$ cat src/rtl/clock_stepper_pkg.sv
// Shared types and helpers for the CPU clock stepper.
package clock_stepper_pkg;

    // Clock source selected by the stepper FSM.
    typedef enum logic {
        ST_MANUAL = 1'b0,
        ST_AUTO   = 1'b1
    } state_t;

    // Counter width able to hold 0..n-1, never narrower than one bit.
    function automatic int cnt_width(input int n);
        return (n > 1) ? $clog2(n) : 1;
    endfunction

endpackage

$ cat src/rtl/clock_stepper_if.sv
// Board-side signals of the clock stepper: switch inputs and CPU clock/status outputs.
interface clock_stepper_if #(
    parameter int COUNT_W = 32
);
    logic               step_btn;
    logic               auto_en;
    logic               cpu_clk;
    logic               cpu_tick;
    logic [COUNT_W-1:0] cycle_count;
    logic               btn_clean;
    logic               auto_active;

    // Board / bench side: drives the switches, watches the clock.
    modport master (
        output step_btn, auto_en,
        input  cpu_clk, cpu_tick, cycle_count, btn_clean, auto_active
    );

    // Stepper side.
    modport slave (
        input  step_btn, auto_en,
        output cpu_clk, cpu_tick, cycle_count, btn_clean, auto_active
    );
endinterface

$ cat src/rtl/clock_stepper_button_debouncer.sv
// Synchronizes a raw push-button and only follows it once it has stayed
// at a new level for DEBOUNCE_CYCLES consecutive board cycles.
module button_debouncer
    import clock_stepper_pkg::*;
#(
    parameter int DEBOUNCE_CYCLES = 500000
) (
    input  logic clock,
    input  logic reset,
    input  logic raw,
    output logic clean
);
    localparam int               CNT_W    = cnt_width(DEBOUNCE_CYCLES);
    localparam logic [CNT_W-1:0] CNT_LAST = CNT_W'(DEBOUNCE_CYCLES - 1);

    logic             raw_m;
    logic             btn_s;
    logic [CNT_W-1:0] cnt;

    // Two-flop synchronizer for the asynchronous key.
    always_ff @(posedge clock) begin
        if (reset) begin
            raw_m <= 1'b0;
            btn_s <= 1'b0;
        end else begin
            raw_m <= raw;
            btn_s <= raw_m;
        end
    end

    // Count consecutive cycles of disagreement; any agreement restarts the count.
    always_ff @(posedge clock) begin
        if (reset) begin
            cnt   <= '0;
            clean <= 1'b0;
        end else if (btn_s == clean) begin
            cnt <= '0;
        end else if (cnt == CNT_LAST) begin
            clean <= btn_s;
            cnt   <= '0;
        end else begin
            cnt <= cnt + 1'b1;
        end
    end
endmodule

$ cat src/rtl/clock_stepper.sv
// CPU clock generator: one cycle per debounced key press in manual mode,
// a divided board clock in auto mode. Mode changes only happen while the
// CPU clock is low so no phase is ever shorter than one board cycle.
module clock_stepper
    import clock_stepper_pkg::*;
#(
    parameter int DEBOUNCE_CYCLES = 500000,
    parameter int HALF_PERIOD     = 50000000,
    parameter int COUNT_W         = 32
) (
    input  logic             clock,
    input  logic             reset,
    clock_stepper_if.slave   bus
);
    localparam int               DIV_W    = cnt_width(HALF_PERIOD);
    localparam logic [DIV_W-1:0] DIV_LAST = DIV_W'(HALF_PERIOD - 1);

    state_t             state;
    logic               auto_m;
    logic               auto_s;
    logic               btn_clean;
    logic               arm;
    logic [DIV_W-1:0]   div;
    logic               cpu_clk;
    logic               cpu_tick;
    logic [COUNT_W-1:0] cycle_count;
    logic               auto_active;

    button_debouncer #(
        .DEBOUNCE_CYCLES(DEBOUNCE_CYCLES)
    ) u_debounce (
        .clock (clock),
        .reset (reset),
        .raw   (bus.step_btn),
        .clean (btn_clean)
    );

    // Two-flop synchronizer for the mode switch.
    always_ff @(posedge clock) begin
        if (reset) begin
            auto_m <= 1'b0;
            auto_s <= 1'b0;
        end else begin
            auto_m <= bus.auto_en;
            auto_s <= auto_m;
        end
    end

    // Mode FSM, divider, arm flag, rising-edge tick and cycle counter.
    always_ff @(posedge clock) begin
        if (reset) begin
            state       <= ST_MANUAL;
            arm         <= 1'b0;
            div         <= '0;
            cpu_clk     <= 1'b0;
            cpu_tick    <= 1'b0;
            cycle_count <= '0;
            auto_active <= 1'b0;
        end else begin
            cpu_tick <= 1'b0;
            case (state)
                ST_MANUAL: begin
                    if (auto_s && !cpu_clk) begin
                        state       <= ST_AUTO;
                        auto_active <= 1'b1;
                        arm         <= 1'b0;
                        div         <= '0;
                    end else begin
                        // Arm only after a released key, so a key held through
                        // a mode change cannot produce a clock edge.
                        if (!btn_clean) arm <= 1'b1;
                        cpu_clk <= btn_clean & arm;
                        if (btn_clean && arm && !cpu_clk) begin
                            cpu_tick    <= 1'b1;
                            cycle_count <= cycle_count + 1'b1;
                        end
                    end
                end
                ST_AUTO: begin
                    if (!auto_s && !cpu_clk) begin
                        state       <= ST_MANUAL;
                        auto_active <= 1'b0;
                        arm         <= 1'b0;
                    end else if (div == DIV_LAST) begin
                        // A pending switch to manual waits for this toggle when high.
                        div     <= '0;
                        cpu_clk <= ~cpu_clk;
                        if (!cpu_clk) begin
                            cpu_tick    <= 1'b1;
                            cycle_count <= cycle_count + 1'b1;
                        end
                    end else begin
                        div <= div + 1'b1;
                    end
                end
                default: state <= ST_MANUAL;
            endcase
        end
    end

    assign bus.cpu_clk     = cpu_clk;
    assign bus.cpu_tick    = cpu_tick;
    assign bus.cycle_count = cycle_count;
    assign bus.btn_clean   = btn_clean;
    assign bus.auto_active = auto_active;
endmodule
$ cat src/flat_wrapper.sv
// flat-port wrapper written by rule: the top's interface ports become plain ports
module clock_stepper_flat import clock_stepper_pkg::*;
#(
    parameter int DEBOUNCE_CYCLES = 500000,
    parameter int HALF_PERIOD     = 50000000,
    parameter int COUNT_W         = 32
)
  (clock, reset, bus_step_btn, bus_auto_en, bus_cpu_clk, bus_cpu_tick, bus_cycle_count, bus_btn_clean, bus_auto_active);
  clock_stepper_if #(.COUNT_W(COUNT_W)) bus_i ();
  input  logic clock;
  input  logic reset;
  input wire logic [$bits(bus_i.step_btn)-1:0] bus_step_btn;
  input wire logic [$bits(bus_i.auto_en)-1:0] bus_auto_en;
  output wire logic [$bits(bus_i.cpu_clk)-1:0] bus_cpu_clk;
  output wire logic [$bits(bus_i.cpu_tick)-1:0] bus_cpu_tick;
  output wire logic [$bits(bus_i.cycle_count)-1:0] bus_cycle_count;
  output wire logic [$bits(bus_i.btn_clean)-1:0] bus_btn_clean;
  output wire logic [$bits(bus_i.auto_active)-1:0] bus_auto_active;
  assign bus_i.step_btn = bus_step_btn;
  assign bus_i.auto_en = bus_auto_en;
  assign bus_cpu_clk = bus_i.cpu_clk;
  assign bus_cpu_tick = bus_i.cpu_tick;
  assign bus_cycle_count = bus_i.cycle_count;
  assign bus_btn_clean = bus_i.btn_clean;
  assign bus_auto_active = bus_i.auto_active;
  clock_stepper #(.DEBOUNCE_CYCLES(DEBOUNCE_CYCLES), .HALF_PERIOD(HALF_PERIOD), .COUNT_W(COUNT_W)) u_core (.clock(clock), .reset(reset), .bus(bus_i));
endmodule
$ cat config.mk
export PLATFORM = sky130hd
export DESIGN_NAME = clock_stepper_flat
export DESIGN_NICKNAME = d
export VERILOG_FILES = /design/src/rtl/clock_stepper_pkg.sv /design/src/rtl/clock_stepper_if.sv /design/src/rtl/clock_stepper_button_debouncer.sv /design/src/rtl/clock_stepper.sv /design/src/flat_wrapper.sv
export SDC_FILE = /design/constraint.sdc
export NUM_CORES = 1
export LEC_CHECK = 0
export CORE_MARGIN = 8
export CORE_UTILIZATION = 45
export DETAILED_ROUTE_END_ITERATION = 16
export DONT_BUFFER_PORTS = 1
export PLACE_DENSITY = 0.61
export SYNTH_ARGS = -nofsm -noshare
export SYNTH_HDL_FRONTEND = slang
export SYNTH_SLANG_ARGS = --single-unit
$ cat constraint.sdc
create_clock -name clock -period 2.25 [get_ports clock]
set_clock_uncertainty 0.2 [all_clocks]
set_input_delay 0.1125 -clock clock [delete_from_list [all_inputs] [get_ports clock]]
set_output_delay 0.1125 -clock clock [all_outputs]
set_load 0.05 [all_outputs]
==> impl.org, run 1 <==
** Outcome
- The flow ran to the end, but the final reports show violations.
- The checks that failed: setup timing.

** Synth
- Post-Synthesis Cells :: between 500 and 600
- Most frequent cells after synthesis :: sky130_fd_sc_hd__dfxtp_1 (87), sky130_fd_sc_hd__nor2_1 (73), sky130_fd_sc_hd__a21oi_1 (40)
- sky130_fd_sc_hd__dfxtp_1 takes more of the synthesized area than any other cell.
- Proportion of register bits with asynchronous set or reset after synthesis :: 0%
- Most frequent cell after synthesis :: sky130_fd_sc_hd__dfxtp_1
- Part of the Yosys area used for sequential elements :: a little under two fifths
- Synth Flop Type :: sky130_fd_sc_hd__dfxtp_1
- Yosys attributes the largest share of cell area to sky130_fd_sc_hd__dfxtp_1 (38%), sky130_fd_sc_hd__mux2_2 (7.2%), sky130_fd_sc_hd__nor2_1 (6.0%), sky130_fd_sc_hd__nor2b_1 (4.8%), sky130_fd_sc_hd__a21oi_1 (4.4%).
- After synthesis the cells add up to approximately 4500 um^2.
- Count of flip-flops with a built-in enable after synthesis :: 0
- Portion of synthesized cell area occupied by the leading cell type :: between 30% and 40%
- Post-Synthesis Mean Instance Area :: 8.31 um^2
- The Yosys step of the flow raised 0 warnings.
- Count of cell types in the netlist :: 55
- Flip-flop and latch count after synthesis :: 87
- The number of nets handed over by synthesis was 554.

** Finish
- The largest registers in the layout are u_core.bus.cycle_count (32), u_core.div (26), u_core.u_debounce.cnt (19).
- The layout has 864 filler cells.
- Area growth from synthesis to final layout :: 30.9%
- Across the whole layout, storage elements account for 1790 um^2.
- Cell area after layout :: 5950 um^2
- For this run, the post-layout net count is 638.
- The post-route netlist has 33.2% of its cells at a drive strength greater than 1.
- Summing all multi-input logic gate instances after layout gives 2890 um^2.
- Register with the highest flop count :: u_core.bus.cycle_count
- 0 antenna diodes ended up in the layout.
- Final std cells w/o fill :: 769
- Flip-flop count of the largest register, all copies and words added :: 32

** CTS
- CTS placed an instance of sky130_fd_sc_hd__clkbuf_8 at the clock tree root.
- Number of H-tree levels :: 3
- TritonCTS clock tree :: done
- At the later pin of the worst-skew pair, clock insertion delay measures 380 ps.
- Maximum clock insertion buffer count :: 2
- Clock tree synthesis inserted a total of 9 buffers.
- Clock net sink count :: 87
- After clock tree synthesis, the clock-pin slew on the worst setup and hold paths is 100 ps.

** Critical path
- Of all nets on the critical path, the largest fanout is 5.
- Critical Path Source :: u_core.div[24]
- At the worst endpoint, the required time is 2330 ps.
- At the worst endpoint, the arrival time is approximately 2400 ps.
- The largest individual stage delay along the critical path comes from the cell sky130_fd_sc_hd__a2111oi_4.
- Worst reg2reg startpoint :: u_core.div[24]
- Worst stage delay on the critical path :: 360 ps
- CP Buf/Inv Count :: 1
- In this design, the largest share of critical-path delay is due to simple AND/OR/NAND/NOR gates.
- Crit end category :: flop
- Sequence of cells on the critical path :: nor4b_4, and4_4, nand4_4, buf_12, a2111oi_4, mux2_4
- The worst setup path is of the reg -> reg kind.
- The worst setup path is launched from a flop.

** STA
- Transition at the pin with the smallest max-transition slack :: about 570 ps
- Final critical-path share of the clock period :: 103%
- The number of hold violations in the final report is 0.
- Relative slew margins :: 61.7%
- Setup violations remaining at the end of the flow were counted as 5.
- Final Slew Violations :: 0
- Setup repair after global routing could not meet its margin everywhere.
- Final-layout setup total negative slack :: -189 ps
- Across all setup checks in the final design, the least slack found is -60.5 ps.
- Based on the critical path, the design can be clocked at up to 0.433 GHz.
- Final period demand of the worst path :: 2310 ps

** GRT
- Pin count of the biggest net entering global routing :: just under 80
- The first global-routing pass estimated 19.1 mm of wire.
- Gr usage total :: 17.7%
- Global routing finished with a remaining overflow of 0.
- Vias in the first global route :: a little under 4,000
- The initial antenna violation count came to 0.

** Pwr
- P_leak :: 0.00220 uW
- In this run the power density over the cells is 448 nW/um^2.
- Maximum vdd ir drop :: between 0.4 and 0.5 mV

** Drt
- Dividing the detail-routed wire length by the instance count gives ~15 um.
- Via count normalized by instance count :: 5.53
- Number of iterations in the first detailed-routing pass :: 5
- Number of nets still failing antenna checks after routing :: 0
- Summing over every cut layer, the via total after detailed routing is 4,249.
- Aggregate routed wire length :: around 12 mm
- The detailed router finished its first iteration with approximately 220 violations.
- DRC violations left :: 0

** Floorplan
- The region available for standard cell placement spans between 9000 and 10,000 um^2.
- The floorplan step set the die width to 117 um.
- The floorplan step defined a die boundary enclosing 13,600 um^2.
- From bottom edge to top edge, the die measures 117 um.
- For this configuration, the core starts out at a cell density of 46.5%.
- The floorplan has 36 rows.
- In this run the count of I/O pins placed on the die edge is 40.

** Placement
- Placed cell area :: 5300 um^2
- Weighted congestion at the end of routability-driven global placement :: 0.834
- Dpl ws :: -113 ps
- In this run the tool buffered the top-level ports with 0 buffer cells.
- The wire-length estimate of the detail-placed layout is 7.98 mm.
- In this run, placement finished with an instance count of 737.

** Run
- Max cap viols :: 0

** Hold path
- Hold path start :: bus_auto_en
- Hold crit path type :: in -> reg
[kinds of logic after synthesis]
family          share of synthesized area [%]
mux                                      7.65
flops                                    38.3
xor+xnor                                 4.04
buf+inv                                  4.21
simple gates                             31.5
fa+ha+maj                               0.825
compound gates                           13.5
[worst reg2reg max path, delay by kind of cell, from the launching register on]
kind | cells | cell delay (ps)
flops | 1 | 350
compound gates | 1 | 360
buf+inv | 1 | 210
simple gates | 3 | 760
mux | 1 | 330
[stage by stage]
step | hold slack (ps) | utilization [%] | total power (uW)
after floorplan | 40.7 | - | 1640
after global placement | -12.0 | 54.2 | 1640
after detailed placement | -8.44 | 54.2 | 1640
after CTS | 175 | 58.3 | 2710
after global routing | 193 | 60.9 | 2790
final | 193 | 60.9 | 2670
[path summary, 6_finish.rpt]
check | to | slack, ps | depth (start not counted)
max | u_core.bus.cycle_count[26] | -60 | 6
max reg2reg | u_core.bus.cycle_count[26] | -60 | 6
min | u_core.auto_m | 190 | 2
min reg2reg | u_core.u_debounce.clean | 250 | 2
[cells in the final DEF, fill, tap and decap left out, drive strengths merged, types with 2 or more instances in the layout]
cell and n:
a21oi 40, a211oi 7, ha 3, nand3b 2, o22ai 3, nor4 6, xor2 11, o21a 2
nand2 39, a21o 3, and3 6, nand3 36, or4 3, clkbuf 10, nand4 27, dlygate4sd3 3
xnor2 10, a2111oi 5, inv 14, o2111ai 2, nand2b 6, or2 3, buf 97, nor2 74
or3 5, nor2b 35, dfxtp 87, clkinv 4, a31oi 13, and2 5, mux2 30, nor3 10
o21ai 11, and4 10
[cell type report]
type                    count  area share, %
clock buffers               9           2.08
clock inverters             7          0.925
inverters                  11          0.694
multi-input cells         421           48.6
flip-flops and latches     87           30.1
well taps                 133           2.80
repair buffers            101           14.9
[power breakdown]
| part | switching [uW] | leakage, uW | internal [uW] | total, uW |
|---|---|---|---|---|
| sequential | 9.61 | 0.000718 | 1540 | 1550 |
| clock | 619 | 0.0000945 | 413 | 1030 |
| combinational | 54.6 | 0.00139 | 31.8 | 86.4 |
[routing by layer]
metal  wire [um]  global-route usage [%]
met1        5030                    20.7
met2        5760                    29.4
met3         858                    7.19
met4         120                    4.69
met5           0                       0
[what timing repair did]
item,in CTS,in global routing
endpoints found under the setup margin,14,53
cloned,3,1
gates resized for setup,17,42
buffers inserted,2,6
pin swaps,7,12
hold buffers,4,0
endpoints found under the hold margin,56,0
Power figures use the tool's default switching activity.
==> run 2, diff against run 1 <==
--- a/config.mk
+++ b/config.mk
@@ -9,6 +9,7 @@
 export CORE_UTILIZATION = 45
 export DETAILED_ROUTE_END_ITERATION = 16
 export DONT_BUFFER_PORTS = 1
+export GPL_ROUTABILITY_DRIVEN = 0
 export PLACE_DENSITY = 0.61
 export SYNTH_ARGS = -nofsm -noshare
 export SYNTH_HDL_FRONTEND = slang
==> constraint.sdc (replaced) <==
create_clock -name clock -period 2.25 [get_ports clock]
set_clock_uncertainty 0.2 [all_clocks]
set_input_delay 0.5625 -clock clock [delete_from_list [all_inputs] [get_ports clock]]
set_output_delay 0.5625 -clock clock [all_outputs]
set_load 0.05 [all_outputs]
==> impl.org, run 2 (synthesized netlist as in run 1, its figures left out) <==
** CTS
- TritonCTS built the clock tree.
- Maximum clock insertion buffer count :: 2
- Clock-pin slew was measured on the worst setup and hold paths at 90 ps.
- Number of H-tree levels :: 3
- At the later pin of the worst-skew pair, clock insertion delay measures roughly 380 ps.
- Counting every sink on the clock net gives between 80 and 90.
- The root buffer cell chosen for the clock tree is sky130_fd_sc_hd__clkbuf_8.
- TritonCTS created 9 clock buffers.
- Hold Buf Count CTS :: 0

** Drt
- DRC violations left :: 0
- Vias post-DR :: 4,261
- The routed design has 11.7 mm of wire.
- The first TritonRoute pass finished after 4 iterations.
- Number of nets still failing antenna checks after routing :: 0
- Dividing the detail-routed wire length by the instance count gives 15.3 um.
- Via count normalized by instance count :: about 5.6
- Number of DRC markers in iteration 0 :: 230

** STA
- The number of hold violations in the final report came to 0.
- At the pin with the least slew margin, the transition time is about 570 ps.
- Final-layout setup total negative slack :: -55.2 ps
- For the finished layout, the period the worst path requires is ~2300 ps.
- Upper clock frequency limit :: roughly 0.43 GHz
- Dividing the final minimum period by the clock period gives 102%.
- Setup repair after global routing could not meet its margin everywhere.
- The worst pin sits at a relative slew slack of 61.7%.
- Across all setup checks in the final design, the least slack found is -55.2 ps.
- The final count of pins violating max slew was 0.
- Final setup violation count :: 1

** Critical path
- Together, buffers and inverters on the worst path number 1.
- Slowest stage cell on the critical path :: sky130_fd_sc_hd__a2111oi_4
- STA puts the critical path data arrival time at approximately 2400 ps.
- At the worst endpoint, the required time is 2330 ps.
- Maximum fanout count along the critical path :: 5
- STA classifies the critical path startpoint as a flop.
- Worst stage delay on the critical path :: 360 ps
- The cell family contributing the most delay on the critical path is simple AND/OR/NAND/NOR gates.
- Sequence of cells on the critical path :: nor4b_4, and4_4, nand4_4, buf_12, a2111oi_4, mux2_4
- STA classifies the critical path endpoint as a flop.
- Category of the most critical setup path :: reg -> reg

** Floorplan
- Die boundary height :: 117 um
- Row Count :: 36
- In this run the standard cell core region covers 9770 um^2.
- Count of pins on the block boundary :: 40
- The die is ~120 um wide.
- The floorplan step defined a die boundary enclosing 13,600 um^2.
- Effective utilization at floorplan :: 46.5%

** Finish
- Share of layout cells above drive strength 1 :: 33.0%
- Final-stage net count :: between 600 and 700
- Relative to the synthesized area, the layout overhead comes to 28.0%.
- After routing the design area is 5820 um^2.
- For this run, the number of standard cells in the final layout without fillers is 764.
- For this run, the share of the core covered by cells in the final layout is 59.5%.
- In the final layout, the multi-input gates occupy ~2800 um^2.
- Registers with the highest flip-flop counts :: u_core.bus.cycle_count (32), u_core.div (26), u_core.u_debounce.cnt (19)
- The register with the most flip-flops in the layout has 32 of them.
- Combined flip-flop and latch cell area :: 1790 um^2
- 0 antenna diodes ended up in the layout.
- After filler insertion, the fill cell instance count of the layout stands at 893.
- The library cell used most frequently in the layout, excluding fill and tap cells, is sky130_fd_sc_hd__buf_4.
- Register with the highest flop count :: u_core.bus.cycle_count
- In the layout the commonest cells are sky130_fd_sc_hd__buf_4 (89), sky130_fd_sc_hd__nor2_1 (72), sky130_fd_sc_hd__dfxtp_1 (59), sky130_fd_sc_hd__nand2_1 (39), sky130_fd_sc_hd__nand3_1 (36).

** Pwr
- For this design the ratio of total power to cell area is 453 nW/um^2.
- IR analysis of the VDD net gives a maximum drop of 0.449 mV.
- The analysis attributes to cell leakage a power of 0.00216 uW.

** Outcome
- Status :: finished with violations
- Violations in the final reports :: setup timing

** Placement
- PortBufs :: 0
- Final HPWL DP :: around 8 mm
- The placed instances occupy a cell area of between 5000 and 6000 um^2.
- Placed instance count :: 737
- At the placement stage, the worst setup path has a slack of -113 ps.

** Run
- The tool flagged a number of max-cap violations equal to 0.

** GRT
- Number of antenna violations at the first check in global routing :: 0
- Global routing used 17.6% of the available tracks across all layers.
- Pin count of the biggest net entering global routing :: 79
- Congestion Overflow GR :: 0
- Vias in the first global route :: between 3,000 and 4,000
- First-pass GRT wire length :: approximately 19 mm

** Hold path
- Hold crit path type :: in -> reg
-- run 2: cell types whose count changed in the layout (fill, tap and decap cells not counted), moves of 2 or more --
| cell | previous run | this run |
|---|---|---|
| sky130_fd_sc_hd__dlygate4sd3_1 | 3 | 0 |
| sky130_fd_sc_hd__mux2_2 | 19 | 24 |
| sky130_fd_sc_hd__buf_16 | 2 | 0 |
| sky130_fd_sc_hd__a21oi_1 | 31 | 33 |
| sky130_fd_sc_hd__a21oi_4 | 3 | 1 |
| sky130_fd_sc_hd__mux2_4 | 11 | 6 |
-- run 2: per-layer routing --
layer / GRT usage (%) / part of all wire, % / vias up
li1: - / - / 2131
met1: 20.2 / 42 / 2025
met2: 29.5 / 49 / 92
met3: 7.24 / 7.1 / 13
met4: 4.69 / 1.3 / 0
met5: 0 / 0 / -
-- run 2: final cells by class --
type / count / share of cell area (%)
repair buffers: 96 / 13.7
well taps: 133 / 2.86
flip-flops and latches: 87 / 30.7
clock inverters: 7 / 0.946
multi-input cells: 421 / 48.9
clock buffers: 9 / 2.13
inverters: 11 / 0.709
-- run 2: where the power goes --
part / switching [uW] / internal, uW / total, uW / leakage, uW
sequential: 9.61 / 1540 / 1550 / 0.000718
combinational: 32.8 / 23.8 / 56.5 / 0.00135
clock: 620 / 413 / 1030 / 0.0000945
total: 662 / 1980 / 2640 / 0.00216
-- run 2: through the flow --
stage | power, uW | hold WS [ps]
floorplan | 1640 | 214
global route | 2760 | 21.7
CTS | 2680 | 17.5
detailed placement | 1640 | 241
finish | 2640 | 84.7
global placement | 1640 | 239
-- run 2: worst paths after layout --
| path | startpoint | endpoint | slack [ps] | depth (start not counted) |
|---|---|---|---|---|
| max | u_core.div[24] | u_core.bus.cycle_count[26] | -60 | 6 |
| min | reset | u_core.bus.cycle_count[1] | 80 | 1 |
| max reg2reg | u_core.div[24] | u_core.bus.cycle_count[26] | -60 | 6 |
| min reg2reg | u_core.u_debounce.btn_s | u_core.u_debounce.clean | 250 | 2 |
-- run 2: repair_timing --
item	CTS	global route
cloned	3	0
pin swaps	7	11
setup buffers	2	7
resized for setup	17	33
setup endpoints to repair	14	53
==> run 3, diff against run 2 <==
--- a/config.mk
+++ b/config.mk
@@ -11,6 +11,7 @@
 export DONT_BUFFER_PORTS = 1
 export GPL_ROUTABILITY_DRIVEN = 0
 export PLACE_DENSITY = 0.61
+export RECOVER_POWER = 50
 export SYNTH_ARGS = -nofsm -noshare
 export SYNTH_HDL_FRONTEND = slang
 export SYNTH_SLANG_ARGS = --single-unit
==> impl.org, run 3 (synthesized netlist as in run 1, its figures left out) <==
** CTS
- Clock tree synthesis selected as its root buffer the cell sky130_fd_sc_hd__clkbuf_8.
- Number of buffers inserted during clock tree synthesis :: 9
- The tree built by TritonCTS fans out to 87 sinks.
- TritonCTS built the clock tree.
- The clock reaches the later pin of the worst-skew pair after 380 ps.
- Number of H-tree levels :: 3
- The clock passes through at most 2 buffers.
- Clock slew at the register clock pins of the worst setup and hold paths :: 90 ps

** Critical path
- Category of the most critical setup path :: reg -> reg
- Required time of the worst setup path :: 2330 ps
- Arr. time, crit path :: 2380 ps
- Sequence of cells on the critical path :: nor4b_4, and4_4, nand4_4, buf_12, a2111oi_4, mux2_4
- Worst R2R Setup Slack :: -50 ps
- STA classifies the critical path startpoint as a flop.
- Length in cells of the worst reg-to-reg path :: 6
- Worst reg2reg startpoint :: u_core.div[24]
- In this design, the stage delay of the slowest critical-path cell is 360 ps.
- Endpoint of the most critical register-to-register path :: u_core.bus.cycle_count[26]
- Crit end category :: flop
- Slowest stage cell on the critical path :: sky130_fd_sc_hd__a2111oi_4
- In this run the worst path has a maximum fanout of 5.

** GRT
- Gr usage total :: 17.6%
- Congestion Overflow GR :: 0
- The initial antenna violation count was 0.
- The first global-routing pass estimated 18.9 mm of wire.
- Pin count of the biggest net entering global routing :: 79
- The number of global-route vias before repair is just under 4,000.

** Drt
- The count of nets left with antenna violations once routing finished came out at 0.
- Number of iterations in the first detailed-routing pass :: 4
- Routed signal wires occupy layers up through met4.
- After detailed routing, the number of vias per cell comes to 5.56.
- Number of DRC markers in iteration 0 :: around 280
- Post-DR wirelength/cell :: 15.2 um
- Routed length on met3 :: about 790 um
- The final layout contains routed wiring with a total length of 11.6 mm.
- For this block, the via count after detailed routing is 4,251.
- Met2 Routed Length :: 5.73 mm
- DRC violations left :: 0
- DRT met1 WL :: 4.94 mm

** Finish
- Total inserted antenna cells :: 0
- After routing the design area is 5740 um^2.
- Relative to the synthesized area, the layout overhead comes to 26.1%.
- The library cell used most frequently in the layout, excluding fill and tap cells, is sky130_fd_sc_hd__nor2_1.
- The register with the most flip-flops in the layout has 32 of them.
- Register with the highest flop count :: u_core.bus.cycle_count
- Registers with the highest flip-flop counts :: u_core.bus.cycle_count (32), u_core.div (26), u_core.u_debounce.cnt (19)
- Final-stage net count :: 633
- Share of layout cells above drive strength 1 :: 31.2%
- The library cells used most frequently in the layout, excluding fill and tap cells, are sky130_fd_sc_hd__nor2_1 (72), sky130_fd_sc_hd__buf_4 (61), sky130_fd_sc_hd__dfxtp_1 (59), sky130_fd_sc_hd__nand2_1 (39), sky130_fd_sc_hd__nand3_1 (36).

** STA
- Transition at the pin with the smallest max-transition slack :: 716 ps
- Upper clock frequency limit :: 0.434 GHz
- The final count of pins violating max slew came to 0.
- Final-layout setup total negative slack :: -55.0 ps
- On the final layout, the worst hold slack is 59.7 ps.
- Final period demand of the worst path :: 2300 ps
- Final critical-path share of the clock period :: 102%
- Setup repair after global routing missed its margin :: yes
- Hold Violations, Final :: 0
- Min setup slack post-route :: -55.0 ps
- The worst pin sits at a relative slew slack of 52.3%.
- Final setup violation count :: 1

** Placement
- Timing analysis after detailed placement gives a worst setup slack of -113 ps.
- PortBufs :: 0
- Final HPWL DP :: 7.98 mm
- Placed cell area :: 5300 um^2

** Floorplan
- The die is between 100 and 150 um tall.
- Effective utilization at floorplan :: 46.5%
- Die outline width :: 117 um
- Placeable core area :: 9770 um^2
- Row Count :: 36
- Count of pins on the block boundary :: 40
- Die Outline Area :: 13,600 um^2

** Run
- The tool flagged a number of max-cap violations equal to 0.

** Outcome
- Status :: finished with violations
- Violations in the final reports :: setup timing

** Hold path
- In this run the worst hold path is classified as in -> reg.
- The worst hold path terminates at u_core.bus.cycle_count[1].
- Count of cells along the worst hold path :: 1
- The startpoint identified for the worst hold timing path is reset.

** Pwr
- P_leak :: 0.00210 uW
- Dividing total power by cell area gives a power density of about 460 nW/um^2.
- Maximum vdd ir drop :: between 0.4 and 0.5 mV
==> run 3: timing repair <==
item,CTS,global route
hold endpoints to repair,0,0
buffers inserted,2,7
cloned,3,0
pin swaps,7,11
endpoints found under the setup margin,14,53
resized for setup,17,33
hold buffers,0,0
==> run 3: worst max-delay path by stage <==
stage                               from                    endpoint  slack (ps)
after floorplan            u_core.div[1]  u_core.bus.cycle_count[26]           5
after global placement     u_core.div[7]  u_core.bus.cycle_count[26]         -30
after detailed placement   u_core.div[1]  u_core.bus.cycle_count[26]        -110
after CTS                  u_core.div[0]  u_core.bus.cycle_count[26]         -90
after global routing      u_core.div[23]  u_core.bus.cycle_count[26]        -130
final                     u_core.div[24]  u_core.bus.cycle_count[26]         -50
==> run 3: cell type report <==
class	count	area (um^2)
Clock buffer	9	124
Inverter	11	41.3
Multi-Input combinational cell	421	2850
Fill cell	911	4040
Timing Repair Buffer	96	712
Clock inverter	7	55.1
Sequential cell	87	1790
Tap cell	133	166
==> run 3: routing by layer <==
metal,global-route usage (%),up-vias
li1,-,2137
met2,29.5,79
met5,0,-
met3,7.24,16
met4,4.69,0
met1,20.2,2019
==> run 3: where the power goes <==
part	internal, uW	switching [uW]
Sequential	1540	9.63
Clock	413	618
Combinational	24.0	32.7
Total	1980	660
==> run 3: metrics by stage <==
| step | cells | power, uW | util (%) |
|---|---|---|---|
| 2_1_floorplan | 547 | 1640 | - |
| 5_1_grt | 764 | 2760 | 58.7 |
| 3_3_place_gp | 737 | 1640 | 54.2 |
| 6_report | 764 | 2640 | 58.7 |
| 3_5_place_dp | 737 | 1640 | 54.2 |
| 4_1_cts | 758 | 2680 | 57.7 |
==> run 3: worst max-delay path: cells and delay by family (launching register included) <==
| kind | cells | cell delay [ps] |
|---|---|---|
| and+or+nand+nor | 3 | 760 |
| AOI/OAI and AO/OA | 1 | 360 |
| muxes | 1 | 330 |
| buffers and inverters | 1 | 210 |
| DFF | 1 | 350 |
